===== config.mk =====
export PLATFORM = sky130hd
export DESIGN_NAME = omsp_spm_table
export DESIGN_NICKNAME = d
export VERILOG_FILES = /design/src/rtl/omsp_spm_table.sv
export SDC_FILE = /design/constraint.sdc
export NUM_CORES = 2
export LEC_CHECK = 0
export ABC_AREA = 1
export CAP_MARGIN = 5
export CORE_MARGIN = 2
export CORE_UTILIZATION = 60
export DETAILED_ROUTE_END_ITERATION = 8
export PLACE_DENSITY = 0.89
export SLEW_MARGIN = 20
export SYNTH_ARGS = -nofsm -noshare
export SYNTH_HDL_FRONTEND = slang
export SYNTH_SLANG_ARGS = --single-unit

===== constraint.sdc =====
create_clock -name mclk -period 16.5 [get_ports mclk]
set_input_delay 1.65 -clock mclk [delete_from_list [all_inputs] [get_ports mclk]]
set_output_delay 1.65 -clock mclk [all_outputs]
set_load 0.005 [all_outputs]

===== src/rtl/omsp_spm_table.sv =====
// omsp_spm_table: multi-slot protected-module (SPM) table for openMSP430.
//
// Holds up to NUM_SPMS SPM configurations. Each configuration has a public range,
// a secret range and an ID. Every cycle, each bus access and each PC change is
// checked against all enabled slots. A create command runs a sequential scan:
// it looks at one slot per cycle, checks for range overlap and picks the first
// free slot. A disable command removes the slot that is executing and takes one
// cycle.
//
// Ports:
//   mclk, puc_rst         clock (rising edge), asynchronous active-high reset
//   pc, prev_pc           current PC and PC of the previous instruction
//   mab, mb_en, mb_wr     memory address, access strobe, byte write enables
//   cmd_valid/op/ready    command handshake (op 0 = create, 1 = disable)
//   r12..r15              pub_start, pub_end, sec_start, sec_end for create
//   rsp_valid/ok/id       one-cycle completion pulse, status, assigned/removed ID
//   violation             combinational protection violation
//   executing, exec_id    pc lies inside an enabled public range, and that slot's ID

module omsp_spm_table #(
    parameter int unsigned NUM_SPMS = 4,
    parameter int unsigned SLOT_W   = 2,
    parameter int unsigned ID_W     = 16
) (
    input  logic            mclk,
    input  logic            puc_rst,
    input  logic [15:0]     pc,
    input  logic [15:0]     prev_pc,
    input  logic [15:0]     mab,
    input  logic            mb_en,
    input  logic [1:0]      mb_wr,
    input  logic            cmd_valid,
    input  logic            cmd_op,
    output logic            cmd_ready,
    input  logic [15:0]     r12,
    input  logic [15:0]     r13,
    input  logic [15:0]     r14,
    input  logic [15:0]     r15,
    output logic            rsp_valid,
    output logic            rsp_ok,
    output logic [ID_W-1:0] rsp_id,
    output logic            violation,
    output logic            executing,
    output logic [ID_W-1:0] exec_id
);

    typedef enum logic [1:0] {StIdle, StScan, StCommit, StResp} state_e;

    // Half-open range membership: s <= a < e.
    function automatic logic f_in(input logic [15:0] a, input logic [15:0] s,
                                  input logic [15:0] e);
        return (a >= s) && (a < e);
    endfunction

    // Two half-open ranges intersect.
    function automatic logic f_ovl(input logic [15:0] as, input logic [15:0] ae,
                                   input logic [15:0] bs, input logic [15:0] be);
        return (as < be) && (ae > bs);
    endfunction

    state_e r_state, w_state_d;

    // Slot storage
    logic [NUM_SPMS-1:0] r_en;
    logic [15:0]         r_pub_start [NUM_SPMS];
    logic [15:0]         r_pub_end   [NUM_SPMS];
    logic [15:0]         r_sec_start [NUM_SPMS];
    logic [15:0]         r_sec_end   [NUM_SPMS];
    logic [ID_W-1:0]     r_id        [NUM_SPMS];

    // Latched create request and scan bookkeeping
    logic [15:0]     r_new_pub_start, r_new_pub_end, r_new_sec_start, r_new_sec_end;
    logic [SLOT_W-1:0] r_idx, r_free_idx;
    logic            r_ovl, r_free_found;
    logic [ID_W-1:0] r_id_ctr;
    logic            r_rsp_ok;
    logic [ID_W-1:0] r_rsp_id;

    logic                w_accept, w_last, w_scan_ovl, w_ok;
    logic [ID_W-1:0]     w_id_inc, w_id_next;
    logic                w_is_wr, w_busy;
    logic [NUM_SPMS-1:0] w_exec_s, w_pubacc, w_secacc, w_slot_v;
    logic                w_hit;
    logic [SLOT_W-1:0]   w_hit_idx;

    // ------------------------------------------------------------------
    // FSM
    // ------------------------------------------------------------------
    always_ff @(posedge mclk or posedge puc_rst) begin
        if (puc_rst) begin
            r_state <= StIdle;
        end else begin
            r_state <= w_state_d;
        end
    end

    assign w_last = (r_idx == SLOT_W'(NUM_SPMS - 1));

    always_comb begin
        w_state_d = r_state;
        w_accept  = 1'b0;
        cmd_ready = 1'b0;
        rsp_valid = 1'b0;
        unique case (r_state)
            StIdle: begin
                cmd_ready = 1'b1;
                if (cmd_valid) begin
                    w_accept  = 1'b1;
                    w_state_d = cmd_op ? StResp : StScan;
                end
            end
            StScan: begin
                if (w_last) begin
                    w_state_d = StCommit;
                end
            end
            StCommit: w_state_d = StResp;
            StResp: begin
                rsp_valid = 1'b1;
                w_state_d = StIdle;
            end
            default: w_state_d = StIdle;
        endcase
    end

    // ------------------------------------------------------------------
    // Per-slot protection checks
    // ------------------------------------------------------------------
    always_comb begin
        w_is_wr  = |mb_wr;
        w_busy   = (r_state == StScan) || (r_state == StCommit);
        w_exec_s = '0;
        w_pubacc = '0;
        w_secacc = '0;
        w_slot_v = '0;
        for (int i = 0; i < NUM_SPMS; i++) begin
            w_exec_s[i] = r_en[i] & f_in(pc, r_pub_start[i], r_pub_end[i]);
            // Public-range reads are not checked while a create is in flight.
            w_pubacc[i] = r_en[i] & mb_en & f_in(mab, r_pub_start[i], r_pub_end[i])
                          & ~(w_busy & ~w_is_wr);
            w_secacc[i] = r_en[i] & mb_en & f_in(mab, r_sec_start[i], r_sec_end[i]);
            w_slot_v[i] = (w_pubacc[i] & ~(w_exec_s[i] & ~w_is_wr))
                        | (w_secacc[i] & ~w_exec_s[i])
                        | (w_exec_s[i] & ~f_in(prev_pc, r_pub_start[i], r_pub_end[i])
                           & (pc != r_pub_start[i]));
        end
    end

    assign violation = |w_slot_v;

    // Lowest-index executing slot wins; the loop runs downwards so the last hit is the lowest.
    always_comb begin
        w_hit     = 1'b0;
        w_hit_idx = '0;
        for (int i = int'(NUM_SPMS) - 1; i >= 0; i--) begin
            if (w_exec_s[i]) begin
                w_hit     = 1'b1;
                w_hit_idx = SLOT_W'(i);
            end
        end
    end

    assign executing = w_hit;
    assign exec_id   = w_hit ? r_id[w_hit_idx] : '0;

    // ------------------------------------------------------------------
    // Create evaluation
    // ------------------------------------------------------------------
    assign w_scan_ovl = r_en[r_idx] & (
          f_ovl(r_new_pub_start, r_new_pub_end, r_pub_start[r_idx], r_pub_end[r_idx])
        | f_ovl(r_new_pub_start, r_new_pub_end, r_sec_start[r_idx], r_sec_end[r_idx])
        | f_ovl(r_new_sec_start, r_new_sec_end, r_pub_start[r_idx], r_pub_end[r_idx])
        | f_ovl(r_new_sec_start, r_new_sec_end, r_sec_start[r_idx], r_sec_end[r_idx]));

    assign w_ok = (r_new_pub_start < r_new_pub_end) & (r_new_sec_start <= r_new_sec_end)
                & ~f_ovl(r_new_pub_start, r_new_pub_end, r_new_sec_start, r_new_sec_end)
                & ~r_ovl & r_free_found;

    // ID 0 means "none", so the counter skips it when it wraps.
    assign w_id_inc  = r_id_ctr + ID_W'(1);
    assign w_id_next = (w_id_inc == '0) ? ID_W'(1) : w_id_inc;

    // ------------------------------------------------------------------
    // Datapath
    // ------------------------------------------------------------------
    always_ff @(posedge mclk or posedge puc_rst) begin
        if (puc_rst) begin
            r_en            <= '0;
            r_new_pub_start <= '0;
            r_new_pub_end   <= '0;
            r_new_sec_start <= '0;
            r_new_sec_end   <= '0;
            r_idx           <= '0;
            r_free_idx      <= '0;
            r_ovl           <= 1'b0;
            r_free_found    <= 1'b0;
            r_id_ctr        <= ID_W'(1);
            r_rsp_ok        <= 1'b0;
            r_rsp_id        <= '0;
            for (int i = 0; i < NUM_SPMS; i++) begin
                r_pub_start[i] <= '0;
                r_pub_end[i]   <= '0;
                r_sec_start[i] <= '0;
                r_sec_end[i]   <= '0;
                r_id[i]        <= '0;
            end
        end else begin
            if (w_accept) begin
                r_new_pub_start <= r12;
                r_new_pub_end   <= r13;
                r_new_sec_start <= r14;
                r_new_sec_end   <= r15;
                r_idx           <= '0;
                r_free_idx      <= '0;
                r_ovl           <= 1'b0;
                r_free_found    <= 1'b0;
                if (cmd_op) begin
                    // Disable acts on the slot executing at the accept edge.
                    r_rsp_ok <= w_hit;
                    r_rsp_id <= w_hit ? r_id[w_hit_idx] : '0;
                    if (w_hit) begin
                        r_en[w_hit_idx]        <= 1'b0;
                        r_pub_start[w_hit_idx] <= '0;
                        r_pub_end[w_hit_idx]   <= '0;
                        r_sec_start[w_hit_idx] <= '0;
                        r_sec_end[w_hit_idx]   <= '0;
                        r_id[w_hit_idx]        <= '0;
                    end
                end
            end

            if (r_state == StScan) begin
                if (w_scan_ovl) begin
                    r_ovl <= 1'b1;
                end
                if (!r_en[r_idx] && !r_free_found) begin
                    r_free_found <= 1'b1;
                    r_free_idx   <= r_idx;
                end
                if (!w_last) begin
                    r_idx <= r_idx + SLOT_W'(1);
                end
            end

            if (r_state == StCommit) begin
                r_rsp_ok <= w_ok;
                r_rsp_id <= w_ok ? r_id_ctr : '0;
                if (w_ok) begin
                    r_en[r_free_idx]        <= 1'b1;
                    r_pub_start[r_free_idx] <= r_new_pub_start;
                    r_pub_end[r_free_idx]   <= r_new_pub_end;
                    r_sec_start[r_free_idx] <= r_new_sec_start;
                    r_sec_end[r_free_idx]   <= r_new_sec_end;
                    r_id[r_free_idx]        <= r_id_ctr;
                    r_id_ctr                <= w_id_next;
                end
            end
        end
    end

    assign rsp_ok = r_rsp_ok;
    assign rsp_id = r_rsp_id;

endmodule


==> Yosys cells after proc, flatten, opt, wreduce, memory -nomap -nowiden <==
Cells that the tools add are included.
{ "classes": {"n_addsub": 2, "magnitude_cmp": 54, "eq_ne": 10, "n_mux": 97, "bitwise": 85, "n_reduce_logical": 38} }
{ "op_table": {"columns": ["op", "n"], "rows": [
  ["$mux 64", 25],
  ["$lt 16x16->1", 22],
  ["$and 64x64->64", 5],
  ["$bwmux 64", 5],
  ["$mux 16", 18],
  ["$ge 16x16->1", 16],
  ["$bmux 16 s2", 5],
  ["$gt 16x16->1", 5],
  ["$demux 16 s2", 2],
  ["$ne 16x16->1", 4],
  ["$not 64->64", 1],
  ["$and 1x1->1", 46],
  ["$logic_and 1x1->1", 26],
  ["$mux 2", 13],
  ["$mux 1", 20],
  ["$mux 4", 5],
  ["$add 16x1->16 const B", 1],
  ["$le 16x16->1", 1],
  ["$logic_not 16->1", 1],
  ["$not 1->1", 16],
  ["$or 1x1->1", 11],
  ["$ge 3x3->1 const B", 3],
  ["$lt 2x3->1 const B", 3],
  ["$not 2->3", 3],
  ["19 further kinds", 29]
]} }
{ "word_totals": {"ff_bits": 429, "inputBits": 119, "output_inout_bits": 37, "wordCells": 319} }

==> Logic depth before layout (Yosys ltp) <==
{ "depth": {"depth_word": 20, "ltp_mapped": 20, "ltp_nobuf": 20} }

==> Worst setup path before layout <==
OpenSTA, ideal clock, no wires.
{ "synth_path": {"kind": "input-to-output", "start": "input port pc[15]", "end": "output port exec_id[11]", "arrival_time_ns": 3.391, "t_required_ns": 14.850, "setup_slack_ns": 11.459, "cell_stages": 13, "path_buffers": 1, "path_cell_list": "ha_1 -> nand2_1 -> nor2_1 -> nand2_1 -> nor2_1 -> nand2_1 -> nand3_1 -> nor2_1 -> nor2_4 -> nand3_1 -> clkbuf_1 -> o2111ai_1 -> and2_1"} }
{ "synth_between": {"elab_chain_len": 12, "word_cells_on_any_way": 29, "classes_between": "order compare: 8; mux: 12; bitwise: 5; reduce/logical: 4"} }
{ "synth_lines": {"columns": ["item", "line", "source"], "rows": [
  ["from (decl)", "27", "input logic [15:0] pc,"],
  ["$ge 16x16->1 or $lt 16x16->1 (tied branches)", "52", "return (a >= s) && (a < e);"],
  ["$logic_and 1x1->1", "52", null],
  ["$and 1x1->1", "137", "w_exec_s[i] = r_en[i] & f_in(pc, r_pub_start[i], r_pub_end[i]);"],
  ["$mux 2 (4 in a row)", "156", "if (w_exec_s[i]) begin"],
  ["$not 2->3 (implied by the code)", "164", "assign exec_id = w_hit ? r_id[w_hit_idx] : '0;"],
  ["$bmux 16 s2", "164", null],
  ["$mux 16 (implied by the code) (2 in a row)", "164", null],
  ["$mux 16 *", "164", null],
  ["to (decl)", "44", "output logic [ID_W-1:0] exec_id"]
]} }
Mark *: on every way between the ends. The rest lies on a longest branch, timed or not. The select of a mux whose other input is x is not followed.

==> Final worst setup path <==
{ "layout_path": {"start": "input port pc[7]", "end": "output port exec_id[4]"} }
Same word-level chain as after synthesis.

==> key figures <==
Die
  – Starting Density: around 60%
  – Die width: 246 um
  – Die height: 246 um
  – Placeable Area: 0.0577 mm2
  – FP Rows: 88
  – I/O pin count: 156
  – Area of the die: 0.0603 mm2

Synth
  – Syn_area_per_cell: between 7 and 8 um2
  – Post-Syn Area: 0.0350 mm2
  – Seq/Total Area, Yosys: a little under a third
  – Gate Count Post-Synth: ~4,600
  – Top post-synthesis cells by area: dfrtp_1 31%, ha_1 25%, nand2_1 8.5%
  – Most numerous cell in the Yosys netlist: nand2_1
  – Largest area contributor in the netlist: dfrtp_1
  – Post-synth EDFFs: 0
  – Post-synth top area share: 30.6%
  – Post-synthesis register bit count: between 400 and 500
  – Synth cell count leaders: 793 x nand2_1, 688 x ha_1, 540 x inv_1, 510 x o21ai_0, 477 x a21oi_1
  – Share of flip-flops with an asynchronous set or reset: 100%
  – Syn_nets: 5,390
  – Cell variety after synth: 45
  – Top_reg_cell synth: dfrtp_1
  – Synth warnings: 0

CTS
  – Clock root buffer: clkbuf_16
  – Postcts setup bufs: 0
  – Clock latency on the worst-skew pair: 0.57 ns
  – Total CTS buffers: 43
  – Max clock buf depth: 3
  – CTS tree: done
  – # clock sinks: 429
  – CTS clk-pin slew, worst paths: 0.06 ns
  – H-tree levels: 2
  – Hold_buf cts: 0
  – PostCTS Resize Cnt: 0

Worst setup path
  – CP Launch Type: primary input
  – Worst r2r path cells: 18
  – Critical Path End: exec_id[4]
  – R2r setup slk: 11.01 ns
  – Reg-to-Reg End: r_sec_start[23]$_DFF_PP0_
  – WS Path Type: primary input to output port
  – Required @ worst endpoint: 14.85 ns
  – Arrival @ worst endpoint: 5.73 ns
  – CP startpoint: pc[7]
  – Critical path peak fanout: 14
  – Worst R2R Start: r_new_sec_end[15]$_DFFE_PP0P_
  – CP Capture Type: output port

Worst hold path
  – Worst hold-check path type: flip-flop to flip-flop
  – Hold Path Stages: 2

Cells and area
  – Share of layout cells above drive strength 1: approximately 2.7%
  – # nets final: around 5,500
  – Synth-to-layout area growth: 9.86%
  – Fillers: 4,687

Place
  – Hpwl dp: 87.5 mm
  – Port Buf Inserts: roughly 160
  – GP Congestion: ~1.0
  – Setup slack after placement: 9.31 ns

Pwr
  – PD cells: 194 mW/mm2
  – Power consumption: approximately 0.0075 W
  – Static leakage: 20.7 nW
  – Peak VDD IR: 0.102 mV

Drt
  – Final ANT Viol Nets: 0
  – DRC viols: 0
  – DRT iter0 DRCs: 4,382
  – Vias post-DR: 34,800
  – Mean number of vias per cell: around 6.4
  – First-pass detailed-route iteration total: 9
  – Final wirelength: 120 mm
  – Avg WL per Cell: 22.1 um

STA
  – Tightest Pin Transition: 1.21 ns
  – Minimum clock period: 7.38 ns
  – Total Neg Setup Slack: 0 ns
  – Rel. slew slack: a little under a fifth
  – Endpoints failing setup: 0
  – Max-slew violations: 0
  – Fmax: 135 MHz
  – Crit path setup slack, layout: 9.12 ns
  – Final hold vios: 0
  – Skew final: 0.0169 ns
  – Unrepaired setup endpoints after global routing: no
  – Tcrit/Tclk final: 44.7%

Global routing
  – Aggregate global-route resource usage: 39.2%
  – Overflow after GRT: 0
  – First-pass GRT wire length: 182 mm
  – Vias in the first global route: 32,600
  – Largest net degree at the start of global routing: 169
  – Initial antenna violation count: 3

Run
  – MaxCap Viol Count: 0

Status
  – Status: completed
==> where the power goes <==
part | internal (W) | switching (W) | total (W)
Clock | 0.000537 | 0.000432 | 0.000969
Sequential | 0.00150 | 0.000412 | 0.00192
Combinational | 0.00162 | 0.00296 | 0.00458
==> state kept, by name, indices dropped and copies added, names as in the netlist, 2 cells and up <==
| register | count |
|---|---|
| r_pub_end | 64 |
| r_en | 4 |
| r_new_pub_end | 16 |
| r_state | 2 |
| r_id | 64 |
| r_free_idx | 2 |
| r_new_pub_start | 16 |
| r_new_sec_end | 16 |
| rsp_id | 16 |
| r_new_sec_start | 16 |
| r_sec_start | 64 |
| r_id_ctr | 16 |
| r_idx | 2 |
| r_pub_start | 64 |
| r_sec_end | 64 |
==> cells by family after synthesis <==
logic type	after synthesis	synth area share, %
AOI/OAI and AO/OA	1225	18.2
xor gates and xnor gates	12	0.300
adders and majority gates	688	24.6
buffers and inverters	714	7.91
DFF	429	30.6
and+or+nand+nor	1515	18.4
==> per-stage QoR <==
step	area, um2	utilization (%)	std cells	hold slack (ns)
floorplan	35000	-	4583	0.450
global placement	37100	64.4	5365	0.465
detailed placement	37100	64.4	5365	0.470
CTS	38500	66.7	5438	0.507
global route	38500	66.7	5439	0.539
finish	38500	66.7	5440	0.510
==> layout make-up <==
type	count	area [um2]	area share [%]
antenna	2	5.00	0.0130
clock buffer	57	1190	3.09
clock inverter	16	144	0.374
inverter	544	2060	5.34
multi-input combinational	3440	21600	56.1
sequential	429	10700	27.9
tap	765	957	2.49
timing repair buffer	187	1810	4.70
==> worst max-delay path, stage by stage <==
cell and delay (ns):
clkdlybuf4s50_1 0.64, ha_1 0.43, nand2_1 0.07, nor2_1 0.13, nand2_1 0.15, o21bai_1 0.16, nor2_1 0.05, nand2_1 0.05
nand3_1 0.30, inv_1 0.73, nand2_1 0.33, nor2_1 0.19, a21oi_1 0.08, a21oi_1 0.22, clkdlybuf4s50_1 0.52
==> worst min-delay path by stage <==
stage,endpoint,startpoint
2_1_floorplan,r_ovl$_DFF_PP0_,r_ovl$_DFF_PP0_
3_3_place_gp,r_ovl$_DFF_PP0_,r_ovl$_DFF_PP0_
3_5_place_dp,r_ovl$_DFF_PP0_,r_ovl$_DFF_PP0_
4_1_cts,rsp_ok$_DFFE_PP0P_,rsp_ok$_DFFE_PP0P_
5_1_grt,r_id[3]$_DFF_PP0_,r_id[3]$_DFF_PP0_
6_report,rsp_ok$_DFFE_PP0P_,rsp_ok$_DFFE_PP0P_
==> routing by layer <==
| metal | GRT usage, % | vias up | share of wire, % |
|---|---|---|---|
| li1 | - | 15800 | - |
| met3 | 7.98 | 530 | 11 |
| met4 | 27.2 | 0 | 8.2 |
| met5 | 0 | - | 0 |
| met1 | 49.9 | 16200 | 38 |
| met2 | 59.8 | 2237 | 43 |
==> cell usage in the layout, fill, tap and decap left out, types with 4 or more instances in the layout <==
master,netlist,layout
nand2_1,793,790
ha_1,688,688
inv_1,540,537
o21ai_0,510,510
a21oi_1,477,477
dfrtp_1,428,426
nand3_1,381,380
nor2_1,219,219
clkdlybuf4s50_1,0,155
o21ai_1,151,151
nor3_1,47,47
clkbuf_16,0,43
nand4_1,35,35
buf_4,0,30
o211ai_1,17,17
o21a_1,15,15
xor2_1,12,12
o2111ai_1,11,11
clkinv_2,0,10
and2_1,10,10
o21bai_1,9,9
nor4_1,9,9
a31oi_1,8,8
clkbuf_1,98,8
clkbuf_8,0,6
a21boi_0,5,5
nor3b_1,5,5
o31ai_1,5,5
a21o_1,4,4
a211oi_1,4,4
clkinvlp_4,0,4
No activity file was read; power rests on OpenSTA's default activity.
